File: src/rtl/csr_pkg.sv
// csr_pkg: constants shared by the CSR issue scheduler.
//   DEP_NONE     - dependency tag meaning "no producer in flight"
//   *_MSB/*_LSB  - bit positions of the fields inside a queued instruction
//   sched_state_t - sequencing states of csr_issue_sched
package csr_pkg;

  localparam logic [3:0] DEP_NONE = 4'hF;

  localparam int DEP_MSB = 110;
  localparam int DEP_LSB = 107;
  localparam int RS1_MSB = 28;
  localparam int RS1_LSB = 24;
  localparam int CSR_MSB = 43;
  localparam int CSR_LSB = 32;
  localparam int USE_IMM_BIT = 8;
  localparam int IMM_MSB = 75;
  localparam int IMM_LSB = 44;

  typedef enum logic [2:0] {
    ST_IDLE      = 3'd0,
    ST_REQ       = 3'd1,
    ST_WAIT_OPND = 3'd2,
    ST_ISSUE     = 3'd3,
    ST_WAIT_WB   = 3'd4
  } sched_state_t;

endpackage

File: src/rtl/csr_sched_fifo.sv
// csr_sched_fifo: instruction queue for the CSR scheduler.
//   clk, rstn    - clock / async active-low reset
//   push, push_data - write request; ignored while full
//   pop          - release the head entry; ignored while empty
//   head         - oldest entry (valid when !empty)
//   full, empty, count - occupancy
module csr_sched_fifo #(
  parameter int DEPTH = 16,
  parameter int WIDTH = 113
) (
  input  logic                     clk,
  input  logic                     rstn,
  input  logic                     push,
  input  logic [WIDTH-1:0]         push_data,
  input  logic                     pop,
  output logic [WIDTH-1:0]         head,
  output logic                     full,
  output logic                     empty,
  output logic [$clog2(DEPTH):0]   count
);

  localparam int AW = $clog2(DEPTH);

  logic [WIDTH-1:0] mem [DEPTH];
  logic [AW:0]      wr_ptr;
  logic [AW:0]      rd_ptr;
  logic             do_push;
  logic             do_pop;

  // Pointers carry one extra wrap bit so full and empty are distinguishable.
  assign full    = (wr_ptr[AW] != rd_ptr[AW]) && (wr_ptr[AW-1:0] == rd_ptr[AW-1:0]);
  assign empty   = (wr_ptr == rd_ptr);
  assign count   = wr_ptr - rd_ptr;
  assign do_push = push && !full;
  assign do_pop  = pop && !empty;
  assign head    = mem[rd_ptr[AW-1:0]];

  always_ff @(posedge clk or negedge rstn) begin
    if (!rstn) begin
      wr_ptr <= '0;
      rd_ptr <= '0;
    end else begin
      if (do_push) wr_ptr <= wr_ptr + 1'b1;
      if (do_pop)  rd_ptr <= rd_ptr + 1'b1;
    end
  end

  always_ff @(posedge clk) begin
    if (do_push) mem[wr_ptr[AW-1:0]] <= push_data;
  end

endmodule

File: src/rtl/csr_issue_sched.sv
// csr_issue_sched: queues CSR instructions and issues them one at a time,
// gathering the left operand (GRF/bypass) and the CSR read value first.
//   clk, rstn                 - clock / async active-low reset
//   enq_*                     - instruction enqueue from issue
//   opreq_*                   - operand read request (rs1, dep tag, csr addr)
//   opl_valid/opl_data        - left operand return
//   csr_rvalid/csr_rdata      - CSR read return
//   exe_valid/ready/data      - {inst, opL, opR} to execute
//   wb_done                   - retirement pulse of the issued op
//   q_empty, q_count          - queue occupancy
//
// state        | meaning
// ST_IDLE      | waiting for a queued op; head latched on leaving
// ST_REQ       | operand request presented
// ST_WAIT_OPND | collecting left operand and CSR value (any order)
// ST_ISSUE     | exe_data presented; pop on exe_ready
// ST_WAIT_WB   | op in flight downstream; next op held until wb_done
module csr_issue_sched #(
  parameter int         DEPTH    = 16,
  parameter int         INST_W   = 113,
  parameter logic [3:0] DEP_NONE = 4'hF
) (
  input  logic                     clk,
  input  logic                     rstn,
  input  logic                     enq_valid,
  output logic                     enq_ready,
  input  logic [INST_W-1:0]        enq_inst,
  output logic                     opreq_valid,
  input  logic                     opreq_ready,
  output logic                     opreq_use_byp,
  output logic [4:0]               opreq_rs1,
  output logic [3:0]               opreq_dep,
  output logic [11:0]              opreq_csr,
  input  logic                     opl_valid,
  input  logic [31:0]              opl_data,
  input  logic                     csr_rvalid,
  input  logic [31:0]              csr_rdata,
  output logic                     exe_valid,
  input  logic                     exe_ready,
  output logic [INST_W+63:0]       exe_data,
  input  logic                     wb_done,
  output logic                     q_empty,
  output logic [$clog2(DEPTH):0]   q_count
);

  import csr_pkg::*;

  sched_state_t        state;
  logic [INST_W-1:0]   inst_q;
  logic [INST_W-1:0]   fifo_head;
  logic                fifo_full;
  logic                fifo_pop;
  logic                opl_flag;
  logic                csr_flag;
  logic [31:0]         opl_q;
  logic [31:0]         csr_q;
  logic [INST_W+63:0]  exe_data_q;

  logic                opl_have;
  logic                csr_have;
  logic [31:0]         opl_cur;
  logic [31:0]         csr_cur;
  logic [31:0]         opl_sel;

  assign fifo_pop = (state == ST_ISSUE) && exe_ready;

  csr_sched_fifo #(
    .DEPTH (DEPTH),
    .WIDTH (INST_W)
  ) u_fifo (
    .clk       (clk),
    .rstn      (rstn),
    .push      (enq_valid),
    .push_data (enq_inst),
    .pop       (fifo_pop),
    .head      (fifo_head),
    .full      (fifo_full),
    .empty     (q_empty),
    .count     (q_count)
  );

  assign enq_ready     = !fifo_full;
  assign opreq_valid   = (state == ST_REQ);
  assign opreq_rs1     = inst_q[RS1_MSB:RS1_LSB];
  assign opreq_dep     = inst_q[DEP_MSB:DEP_LSB];
  assign opreq_csr     = inst_q[CSR_MSB:CSR_LSB];
  assign opreq_use_byp = (state == ST_REQ) && (inst_q[DEP_MSB:DEP_LSB] != DEP_NONE);
  assign exe_valid     = (state == ST_ISSUE);
  assign exe_data      = exe_data_q;

  // An operand arriving in the same cycle as the other's flag completes the
  // pair, so the incoming value is forwarded straight into exe_data.
  assign opl_have = opl_flag || opl_valid;
  assign csr_have = csr_flag || csr_rvalid;
  assign opl_cur  = opl_flag ? opl_q : opl_data;
  assign csr_cur  = csr_flag ? csr_q : csr_rdata;
  assign opl_sel  = inst_q[USE_IMM_BIT] ? inst_q[IMM_MSB:IMM_LSB] : opl_cur;

  always_ff @(posedge clk or negedge rstn) begin
    if (!rstn) begin
      state      <= ST_IDLE;
      inst_q     <= '0;
      opl_flag   <= 1'b0;
      csr_flag   <= 1'b0;
      opl_q      <= '0;
      csr_q      <= '0;
      exe_data_q <= '0;
    end else begin
      case (state)
        ST_IDLE: begin
          if (!q_empty) begin
            inst_q <= fifo_head;
            state  <= ST_REQ;
          end
        end
        ST_REQ: begin
          if (opreq_ready) state <= ST_WAIT_OPND;
        end
        ST_WAIT_OPND: begin
          if (opl_valid && !opl_flag) begin
            opl_flag <= 1'b1;
            opl_q    <= opl_data;
          end
          if (csr_rvalid && !csr_flag) begin
            csr_flag <= 1'b1;
            csr_q    <= csr_rdata;
          end
          if (opl_have && csr_have) begin
            exe_data_q <= {inst_q, opl_sel, csr_cur};
            state      <= ST_ISSUE;
          end
        end
        ST_ISSUE: begin
          if (exe_ready) begin
            opl_flag <= 1'b0;
            csr_flag <= 1'b0;
            state    <= ST_WAIT_WB;
          end
        end
        ST_WAIT_WB: begin
          if (wb_done) state <= ST_IDLE;
        end
        default: state <= ST_IDLE;
      endcase
    end
  end

endmodule
File: config.mk
export PLATFORM = sky130hd
export DESIGN_NAME = csr_issue_sched
export DESIGN_NICKNAME = d
export VERILOG_FILES = /design/src/rtl/csr_pkg.sv /design/src/rtl/csr_sched_fifo.sv /design/src/rtl/csr_issue_sched.sv
export SDC_FILE = /design/constraint.sdc
export NUM_CORES = 2
export LEC_CHECK = 0
export CAP_MARGIN = 20
export CORE_ASPECT_RATIO = 0.6
export CORE_MARGIN = 2
export CORE_UTILIZATION = 55
export DETAILED_ROUTE_END_ITERATION = 8
export PLACE_DENSITY_LB_ADDON = 0.08
export SETUP_SLACK_MARGIN = 0.02
export SKIP_LAST_GASP = 1
export SYNTH_ARGS = -nofsm -noshare
export SYNTH_HDL_FRONTEND = slang
export SYNTH_SLANG_ARGS = --single-unit
File: constraint.sdc
create_clock -name clk -period 26.5 [get_ports clk]
set_clock_uncertainty 0.1 [all_clocks]
set_input_delay 5.3 -clock clk [delete_from_list [all_inputs] [get_ports clk]]
set_output_delay 5.3 -clock clk [all_outputs]
set_load 0.01 [all_outputs]
# Word-level counts from Yosys, hierarchy flattened
# Memory sizes are Yosys's and may differ from the RTL's. A register that Yosys moved wholly into a read port is not among the register bits.
# Cells that the tools add are included.
# classes
n_reduce_logical	24
bitwise	1
div	0
n_eq_ne	15
n_shift	0
order_cmp	0
n_mul	0
mux	16
n_addsub	3
# ops
op	n
$mux W32	3
$mux W3	5
$pmux W3 S5	1
$add A5 B1 Y5 const B	2
$ne A2 B2 Y1 const B	5
$logic_and A1 B1 Y1	8
$reduce_and A2 Y1	4
$eq A3 B2 Y1 const B	2
$reduce_and A3 Y1	2
$eq A5 B5 Y1	1
$logic_not A1 Y1	5
$mux W1	5
$reduce_and A5 Y1	1
$sub A5 B5 Y5	1
$eq A4 B4 Y1	1
$ne A2 B1 Y1 const B	2
$ne A4 B4 Y1 const B	1
$pmux W1 S2	2
$eq A3 B1 Y1 const B	1
$eq A3 B3 Y1 const B	1
$logic_not A3 Y1	1
$logic_or A1 B1 Y1	2
$reduce_bool A2 Y1	1
$ne A1 B1 Y1	1
$not A1 Y1	1
# word_totals
mem_bits_ro	0
ramBits	1808
register_bits	256
in_bits	185
memories	1
latchBits	0
# mem_list
memory	depth	width	read_ports	rd_ports_with_merged_regs	wr	line_no	source
u_fifo.mem	16	113	1	1	1	csr_sched_fifo.sv:24	logic [WIDTH-1:0] mem [DEPTH];

# Depth between registers and ports, before layout
# logic_depth
depth_word	6
depth_mapped	14
ltp_nobuf	7

# Cells and area by module
# From an unflattened synthesis, not the netlist that was laid out.
# unflattened
hier_cells	4030
hier_area_um2	84503.5
# by_module_without_submodules
module	n_inst	cells_per_inst	area_per_inst_um2
csr_sched_fifo	1	3088	69431.6
csr_issue_sched	1	942	15072.0

# Least setup slack after synthesis
# No wires, ideal clock.
# synth_path
path_type	input to register
startpoint	input port enq_valid
endpoint	memory u_fifo.mem[3][0], enable pin
stages	3
setup_ns	0.723
path_slack_ns	12.267
t_required_ns	25.677
arrival_ns	13.410
n_path_buf	0
path_cell_list	a21boi_2 > nand2_1 > nor3_1
# synth_between
elab_chain_len	3
# synth_rtl
element	line_no	source
start: declaration	csr_issue_sched.sv:25	input logic enq_valid,
$logic_and A1 B1 Y1	csr_sched_fifo.sv:34	assign do_push = push && !full;
$mux W1	csr_sched_fifo.sv:49	if (do_push) mem[wr_ptr[AW-1:0]] <= push_data;
$mux W1 (implied by the code)	csr_sched_fifo.sv:49	
end: declaration	csr_sched_fifo.sv:24	
# Every way passes these cells.

# Worst setup path in the final report
# layout_path
startpoint	register u_fifo.rd_ptr[1]
endpoint	output port q_empty
# layout_between
elab_chain_len	1
# layout_rtl
element	line_no	source
start: declaration	csr_sched_fifo.sv:26	logic [AW:0] rd_ptr;
start signal: assignment	csr_sched_fifo.sv:44	if (do_pop) rd_ptr <= rd_ptr + 1'b1;
$eq A5 B5 Y1	csr_sched_fifo.sv:32	assign empty = (wr_ptr == rd_ptr);
end: declaration	csr_issue_sched.sv:42	output logic q_empty,
# Every way passes these cells.

==> flow_summary.ini <==
[outcome]
run_status = finished, final reports clean

[pwr]
power_switching_mw = 3.48
clockPowerShare = 0.263
powerDensity_nw_per_um2 = 111
p_total_mw = 10.6
lkg_pwr_nw = 33.7
power_switching_share = 0.329
sequentialPowerShare = 0.435
vdd_drop_max_uv = 111
comb_power_share = 0.303
p_int_mw = 7.10

[logic_synthesis]
ys.warnings.count = 0
synthMostInstantiatedCell = sky130_fd_sc_hd__edfxtp_1
synthArstFlopShare = 0.169
synth_sequential_area_ratio = 0.764
main_synth_ff_type = sky130_fd_sc_hd__edfxtp_1
mappedNetlistArea_um2 = 83100
syn_inst = 4838
syn_area_per_cell_um2 = 17.2
synth.top_cells.by_area = sky130_fd_sc_hd__edfxtp_1 65%, sky130_fd_sc_hd__dfrtp_1 11%, sky130_fd_sc_hd__mux2i_1 8.9%
synth_fp_nets = 5033
netlist_top_cells_count = 1808 x sky130_fd_sc_hd__edfxtp_1, 742 x sky130_fd_sc_hd__mux2i_1, 415 x sky130_fd_sc_hd__nand2_1
seq_cells_post_synth = 2177
ys_types = 41
synth_edf_count = 1808
synth_area_leader_cell = sky130_fd_sc_hd__edfxtp_1
synth_top_area_frac = 0.653

[drt]
drt_drc_violations_left = 0
via_per_inst = 6.06
drt_first_iter_violations = 4473
wl_per_cell_um = 28.0
detail_route.first_pass.iterations = 5
drtAntennaViolNets = 0
routed_wl_um = 207000
vias_after_detailed_routing = 44800

[place]
detailed_place.area_um2 = 89000
dp_worst_setup_slack_ns = 16.88
gp_routability_congestion = 0.780
port-buffer-count = 392
dp.cells = 7021
detailedPlacementHpwl_um = 107000

[clocking]
clock_sink_count = 2177
numCtsBuffers = 188
tritoncts = done
clockRootBuffer = sky130_fd_sc_hd__clkbuf_16
post_cts.resized_instances = 0
setup_fix_buffers_added_after_clock_tree_synthesis = 0
insertion_delay_ns = 0.82
clock_path_buffers = 3
cts.hold.buffers_added = 0
ctsHtreeMaxLevel = 4
worst_setup_hold_path_clk_slew_ns = 0.07

[worst_setup_path]
cp.arrival_ns = 4.08
ff2ff_path_depth = 9
crit-reg2reg-launch = u_fifo.rd_ptr[1]$_DFFE_PN0P_
worst_setup_path_end_kind = output pin
ff2ff_setup_slack_ns = 20.96
worst_path_class_setup = flip-flop to output pin
rr_endpoint = u_fifo.mem[13][53]$_DFFE_PP_
worstSetupStartpointType = flip-flop
data_required_time_of_the_critical_path_ns = 21.10
path_max_fanout = 38

[floorplan]
core_region_area_um2 = 150000
start_util = 0.554
floorplan.die_area_um2 = 154000
chipHeight_um = 305
floorplan.rows = 110
die_x_um = 506
ios = 393

[cells_and_area]
instances_no_fill = 7384
final_layout_size_suffix_gt1_frac = 0.109
final_design_area_no_fill_um2 = 95200
finalNetCount = 5391
syn2layout_area_growth_pct = 14.5

[timing]
worstMarginPinSlew_ns = 1.12
relative_max_transition_margin = 0.252
report.final.setup_viol = 0
final_hold_viol_count = 0
timing.setup.tns_ns = 0
fmax_mhz = 105
report.final.slew_viol_count = 0
period_needed_ns = 9.48
postLayoutSetupSlackWorst_ns = 17.02
rsz0062_at_grt = no
final_critical_path_share_of_the_clock_period = 0.358

[global_routing]
first_pass_grt_wire_length_um = 304000
antenna_found_initial = 17
grt_start_max_net_pins = 148
grt_overflow_total = 0
global_route.usage.total = 0.267
first_global_vias = 44300

[worst_hold_path]
hold-path-cell-count = 2
endpoint_with_the_worst_hold_slack = exe_data[76]$_DFFE_PN0P_
min-delay-start = inst_q[12]$_DFFE_PN0P_
hp-class = flip-flop to flip-flop

[job]
cap_violations = 0
## how the worst max path moves through the flow
stage / from / end / slack (ns) / depth (start not counted)
floorplan: enq_valid / u_fifo.mem[3][0]$_DFFE_PP_ / 12.27 / 3
global placement: csr_rvalid / exe_data[63]$_DFFE_PN0P_ / 16.98 / 6
detailed placement: csr_rvalid / exe_data[2]$_DFFE_PN0P_ / 16.88 / 6
CTS: u_fifo.rd_ptr[1]$_DFFE_PN0P_ / q_empty / 16.92 / 6
global route: u_fifo.rd_ptr[1]$_DFFE_PN0P_ / q_empty / 16.85 / 6
finish: u_fifo.rd_ptr[1]$_DFFE_PN0P_ / q_empty / 17.02 / 6
## kinds of logic (layout without fill, tap and decap cells)
| kind of cell | count (synthesis) | count (layout) | synth area share |
|---|---|---|---|
| flops | 2177 | 2177 | 0.764 |
| mux | 920 | 920 | 0.129 |
| simple gates | 715 | 715 | 0.0333 |
| compound gates | 678 | 678 | 0.0514 |
| buf+inv | 325 | 849 | 0.0194 |
| xor+xnor | 13 | 13 | 0.00137 |
| fa+ha+maj | 10 | 10 | 0.00160 |
| other cells | 0 | 6 | 0 |
## power by group through the flow
stage	sequential, mW	combinational, mW	clock [mW]
finish	4.60	3.20	2.78
detailed placement	4.67	3.20	0
global placement	4.66	3.16	0
floorplan	4.62	2.02	0
CTS	4.60	3.21	2.82
global route	4.65	3.44	2.96
## critical path: stages (launching register included)
cell and delay, ns:
sky130_fd_sc_hd__dfrtp_4 0.89, sky130_fd_sc_hd__buf_4 0.76, sky130_fd_sc_hd__inv_1 0.16, sky130_fd_sc_hd__ha_1 0.35, sky130_fd_sc_hd__and4_4 0.27, sky130_fd_sc_hd__and2_1 0.25
sky130_fd_sc_hd__clkdlybuf4s50_1 0.58
## sequential cells by signal, summed over array words and instances, names as in the netlist, 3 cells and up
| name | flops |
|---|---|
| state | 3 |
| csr_q | 32 |
| opl_q | 32 |
| u_fifo.wr_ptr | 5 |
| inst_q | 113 |
| u_fifo.mem | 1808 |
| exe_data | 177 |
| u_fifo.rd_ptr | 5 |
## area by class of cell
cell class	instances	area (um2)
fillers	10600	54800
clock inverters	104	923
inverters	12	55.1
well taps	2016	2520
diodes	6	15.0
clock buffers	252	5290
flip-flops and latches	2177	63500
multi-input cells	2336	18200
repair buffers	481	4700
## routing by layer
layer,part of all wire,wire (um),GRT usage,up-vias
met5,0.00039,80,0,-
met4,0.019,3950,0.0700,12
met3,0.069,14300,0.0421,246
met2,0.45,94000,0.401,1651
met1,0.46,94400,0.413,23400
li1,-,-,-,19500
## cell usage in the layout (no fill, tap or decap), drive strengths merged, types with 2 or more instances in the layout
master         count
edfxtp          1808
clkinv            74
and4               2
clkbuf           252
mux2              64
clkinvlp           9
nand2            415
inv               17
nand3b             4
diode              6
xnor2             12
a31oi            113
mux2i            742
ha                 9
a21o               2
nand4              4
buf               90
o22ai            227
nor2             272
o21ai            181
mux4             114
clkdlybuf4s50    391
a21oi             38
bufinv            16
nor3               5
nor2b              2
and2               3
a221oi           113
dfrtp            369
nand2b             3
## through the flow
step / utilization / hold WS (ns)
5_1_grt: 0.635 / 0.393
6_report: 0.635 / 0.372
3_5_place_dp: 0.593 / 0.355
2_1_floorplan: - / 0.339
3_3_place_gp: 0.593 / 0.347
4_1_cts: 0.634 / 0.373
Power figures use the tool's default switching activity.
